===== src/rtl/ram_file_address_unit.sv =====
// ram_file_address_unit: registered RAM file address generator with FSR, INDF detection and common-window folding
module ram_file_address_unit #(
   parameter int OPC_ADDR_W = 7,
   parameter int BANK_W = 2,
   parameter int IBANK_W = 1,
   parameter int FSR_W = 8,
   parameter int COMMON_EN = 1,
   parameter logic [OPC_ADDR_W-1:0] COMMON_BASE = 7'h70
) (
   input  logic                         clk,
   input  logic                         rst,
   input  logic                         addr_req,
   input  logic [OPC_ADDR_W-1:0]        opcode_address,
   input  logic [BANK_W-1:0]            status_rp,
   input  logic [IBANK_W-1:0]           status_irp,
   input  logic [1:0]                   fsr_mode,
   input  logic                         fsr_wr_en,
   input  logic [FSR_W-1:0]             fsr_wr_data,
   output logic [FSR_W-1:0]             fsr,
   output logic [BANK_W+OPC_ADDR_W-1:0] ram_file_address,
   output logic                         addr_valid,
   output logic                         indirect,
   output logic                         null_access,
   output logic                         fsr_wrap
);
   localparam int AW = BANK_W + OPC_ADDR_W;
   logic ind, dec, upd, fold, wrap;
   logic [FSR_W-1:0] eff, nxt;
   logic [AW-1:0] raw, addr;
   always_comb begin
      ind = opcode_address == '0;
      dec = fsr_mode == 2'b10;
      eff = fsr_mode == 2'b11 ? fsr + FSR_W'(1) : fsr;
      raw = ind ? {status_irp, eff} : {status_rp, opcode_address};
      fold = COMMON_EN != 0 && raw[OPC_ADDR_W-1:0] >= COMMON_BASE;
      addr = fold ? {{BANK_W{1'b0}}, raw[OPC_ADDR_W-1:0]} : raw;
      upd = addr_req && ind && fsr_mode != 2'b00 && !fsr_wr_en;
      nxt = dec ? fsr - FSR_W'(1) : fsr + FSR_W'(1);
      wrap = upd && (dec ? fsr == '0 : fsr == '1);
   end
   always_ff @(posedge clk) begin
      if (rst) begin
         fsr <= '0;
         ram_file_address <= '0;
         addr_valid <= 1'b0;
         indirect <= 1'b0;
         null_access <= 1'b0;
         fsr_wrap <= 1'b0;
      end else begin
         addr_valid <= addr_req;
         indirect <= addr_req && ind;
         null_access <= addr_req && ind && eff[OPC_ADDR_W-1:0] == '0;
         fsr_wrap <= wrap;
         if (addr_req) ram_file_address <= addr;
         fsr <= fsr_wr_en ? fsr_wr_data : upd ? nxt : fsr;
      end
   end
endmodule

===== config.mk =====
export PLATFORM = sky130hd
export DESIGN_NAME = ram_file_address_unit
export DESIGN_NICKNAME = d
export VERILOG_FILES = /design/src/rtl/ram_file_address_unit.sv
export SDC_FILE = /design/constraint.sdc
export NUM_CORES = 1
export LEC_CHECK = 0
export ABC_AREA = 1
export BUFFER_PORTS_ARGS = -buffer_cell sky130_fd_sc_hd__buf_2
export CAP_MARGIN = 40
export CELL_PAD_IN_SITES_DETAIL_PLACEMENT = 0
export CELL_PAD_IN_SITES_GLOBAL_PLACEMENT = 1
export CORE_UTILIZATION = 34
export CTS_CLUSTER_SIZE = 8
export DETAILED_ROUTE_END_ITERATION = 10
export PLACE_DENSITY_LB_ADDON = 0.12
export SLEW_MARGIN = 5
export SYNTH_ARGS = -nofsm -noshare
export SYNTH_HDL_FRONTEND = slang
export SYNTH_SLANG_ARGS = --single-unit

===== constraint.sdc =====
create_clock -name clk -period 1.9 [get_ports clk]
set_input_delay 0.285 -clock clk [delete_from_list [all_inputs] [get_ports clk]]
set_output_delay 0.285 -clock clk [all_outputs]
set_load 0.005 [all_outputs]

# --- Yosys cells after proc, flatten, opt, wreduce, memory -nomap -nowiden ---
# Index checks and enable logic that the tools add are counted.
word_totals:
  out_inout_bits: 21
  word_cells: 30
  input_bits: 24
  register_bits: 21
op_classes:
  mux: 7
  eq_ne: 3
  addsub: 2
  reduce_logical: 11
  order_cmp: 1
op_table:
  columns: ["op", "count"]
  rows:
  - ["$mux 8", 4]
  - ["$mux 9", 2]
  - ["$logic_not 7->1", 2]
  - ["$add 8x1->8 const B", 1]
  - ["$eq 8x8->1 const B", 1]
  - ["$logic_not 8->1", 1]
  - ["$sub 8x1->8 const B", 1]
  - ["$ge 7x7->1 const B", 1]
  - ["$logic_and 1x1->1", 5]
  - ["$eq 2x2->1 const B", 2]
  - ["$reduce_bool 2->1", 2]
  - ["$logic_not 1->1", 1]
  - ["$mux 1", 1]

# --- Logic depth before layout (Yosys ltp) ---
logic_depth:
  word_depth: 6
  mapped_depth: 11
  mapped_depth_nobuf: 10

# --- Least setup slack after synthesis ---
# Ideal clock, no wire load.
synth_path:
  path_kind: "flip-flop to flip-flop"
  start: "reg fsr[0]"
  end: "reg null_access"
  period_less_slack_ns: 1.486
  required_ns: 1.821
  stages_incl_launch_ff: 8
  t_arrival_ns: 1.407
  path_slack_ns: 0.414
  cell_sequence: "dfxtp_1 > inv_1 > ha_1 > o21ai_1 > nand2_1 > nor2_1 > nand3_1 > a211oi_2"
synth_between:
  elab_chain_cells: 4
synth_rtl:
  columns: ["item", "line_no", "rtl"]
  rows:
  - ["from (decl)", "19", "output logic [FSR_W-1:0] fsr,"]
  - ["from (signal assigned)", "55", "fsr <= fsr_wr_en ? fsr_wr_data : upd ? nxt : fsr;"]
  - ["$add 8x1->8", "33", "eff = fsr_mode == 2'b11 ? fsr + FSR_W'(1) : fsr;"]
  - ["$mux 8 *", "33", null]
  - ["$logic_not 7->1 *", "52", "null_access <= addr_req && ind && eff[OPC_ADDR_W-1:0] == '0;"]
  - ["$logic_and 1x1->1 *", "52", null]
  - ["to (signal assigned)", "47", "null_access <= 1'b0;"]
  - ["to (signal assigned)", "52", null]
  - ["to (decl)", "23", "output logic null_access,"]
# Mark *: on every way between the ends. The rest lies on a longest branch, timed or not.
# A chain may end at the register's enable or synchronous reset.

# --- Worst setup path after layout ---
# Ends and elaborated chain as after synthesis.

==> flow_summary.toml <==
[timing]
post-route-min-period_ps = 1710
fin_setup_tns_ps = 0
tightest_slew_ps = 382
fin_ws_ps = 186
fin_skew_ps = 8.72
slew_headroom_pct = 74.3
hold_violations = 0
fmax_mhz = 583
setup_viol = 0
slew_violations = 0
period_share_pct = 90.2
rsz0062_at_grt = "false"
holdWs_ps = 281

[setup_path]
rrSetupSlack_ps = 190
r2r-start = "fsr[0]"
required_ps = 2100
worstSetupStartpointType = "flip-flop"
rr_worst_depth = 7
worstPathMaxFanout = 6
worstPathArrival_ps = 1910
end_kind = "flip-flop"
reg2reg_to = "null_access"
crit_type = "reg2reg"

[detailed_routing]
firstDrtPassIters = 4
post_drt_wl_per_cell_um = 13.0
drtIter0Drc = 100
viasPerCell = 4.93
drcViolationCount = 0
postRouteAntennaNets = 0
wl_mm = 4.09
vias = 1548

[synthesis]
ys_seq_elements = 21
ys_types = 31
yosys.area.top_type = "dfxtp_1"
synth_area_leaders = "dfxtp_1 (30%), nand2_1 (15%), nor2_1 (8.0%), o21ai_0 (6.7%), a21oi_1 (5.3%)"
yosys_most_used_dff = "dfxtp_1"
yosysSeqAreaShare_pct = 29.8
postSynthCellCount = 220
synth_edf_count = 0
async_reset_ff_share_pct = 0
synth.avg_cell_area_um2 = 6.42
yosysTopAreaCellShare_pct = 29.8
syn_area_um2 = 1410
syn_nets = 248
yosysWarnings = 0

[grt]
grt_max_degree = 14
grt_pass1_wl_mm = 6.60
first_global_vias = 1378
track_usage_pct = 19.7
antenna_found_initial = 0
gr-total-overflow = 0

[floorplan]
initial_utilization_pct = 35.3
dieHeight_um = 66.5
io_pins = 45
die_x_um = 66.5
core_um2 = 4000
num_rows = 23
fp.dieArea_um2 = 4420

[cells_and_area]
final_area_um2 = 1720
layout.cells.non_filler = 314
fill_cells = 468
drive_gt1_share_pct = 24.6
post-route-util_pct = 43.0
n_antenna_cell = 0
fin_nets = 293
area_growth_syn_to_layout_pct = 21.9

[clock_network]
post_cts_resized = 0
htree_levels = 1
clk_latency_ps = 270
path_clk_slew_ps = 90
root_buffer = "clkbuf_8"
cts.sinks = 21
cts_buffer_depth = 2
cts_tree = "done"
cts_hold_buffers = 0
cts_setup_buffers = 0
cts_made_buffers = 3

[power_and_ir_drop]
p_leak_nw = 0.838
vdd_drop_max_v = 0.000259
p_per_area_nw_per_um2 = 600
p_total_mw = 1.03

[placed_design]
dpl_cell_area_um2 = 1680
dp_slack_ps = 175
dp_hpwl_mm = 3.17
io_buffer_count = 44
dp_cells = 310
gp_congestion = 0.846

[hold_path]
hold_start = "fsr_wr_data[2]"
hold_path.class = "in2reg"
min_to = "fsr[2]"
hold_depth = 3

[status]
outcome = "finished clean"

[job]
cap_viol_max_count = 0
==> flip-flops by register name (all words and copies together), names as in the netlist <==
signal and cells:
ram_file_address 9, fsr 8, addr_valid 1, fsr_wrap 1, indirect 1, null_access 1
==> per-layer routing <==
metal	up-vias	part of all wire [%]	GRT usage, %
met2	51	43	29.2
met5	-	0	0
li1	809	-	-
met1	684	51	29.6
met3	4	4.9	2.91
met4	0	0.49	3.99
==> placed cells by master, fill, tap and decap left out, drive strengths merged <==
master | netlist | routed
a211oi | 1 | 1
a21oi | 17 | 17
a22oi | 1 | 1
a31oi | 2 | 2
buf | 3 | 45
clkbuf | 2 | 3
clkinv | 2 | 3
dfxtp | 21 | 21
ha | 4 | 4
inv | 23 | 23
nand2 | 56 | 56
nand3 | 16 | 16
nand4 | 1 | 1
nor2 | 34 | 34
nor3 | 1 | 1
nor4 | 2 | 2
o211ai | 1 | 1
o21ai | 24 | 24
o21bai | 1 | 1
o221ai | 1 | 1
o22ai | 2 | 2
xnor2 | 2 | 2
xor2 | 3 | 3
==> kinds of logic after synthesis <==
family / Yosys count / synth area share (%)
simple gates: 110 / 34.6
compound gates: 50 / 20.3
buf+inv: 30 / 8.68
flops: 21 / 29.8
xor+xnor: 5 / 3.10
fa+ha+maj: 4 / 3.54
==> power breakdown <==
part	switching, mW	internal (mW)	total [mW]
logic	0.146	0.0931	0.239
clock network	0.160	0.146	0.306
registers	0.0245	0.464	0.489
total	0.330	0.703	1.03
==> area by class of cell <==
cell class	instances	area, um^2	share of cell area, %
inverters	25	95.1	5.52
clock inverters	1	5.00	0.291
repair buffers	45	228	13.2
well taps	50	62.6	3.63
multi-input cells	169	870	50.5
clock buffers	3	41.3	2.40
flip-flops and latches	21	420	24.4
==> worst max path at each step <==
stage / startpoint / endpoint / slack, ps
after floorplan: fsr[0] / null_access / 410
after global placement: fsr[0] / null_access / 130
after detailed placement: fsr[0] / null_access / 180
after CTS: fsr[0] / null_access / 160
after global routing: fsr[2] / ram_file_address[3] / 5
final: fsr[0] / null_access / 190
==> synthesized netlist by cell type (2+ instances only) <==
library cell	instances
a21oi_1	15
o21ai_1	5
xor2_1	3
o22ai_1	2
buf_4	2
a21oi_2	2
nand3_2	2
dfxtp_1	21
ha_1	4
xnor2_1	2
nor4_1	2
a31oi_1	2
nand3_1	14
nor2_4	4
inv_2	4
nand2_1	55
inv_1	19
o21ai_0	19
clkbuf_1	2
nor2_1	30
==> worst max-delay path: stages (launching register included) <==
cell	delay [ps]
dfxtp_1	440
inv_1	160
ha_1	350
o21ai_1	250
nand2_1	90
nor2_1	90
nand3_1	80
a211oi_2	200
No activity file was read; power rests on OpenSTA's default activity.
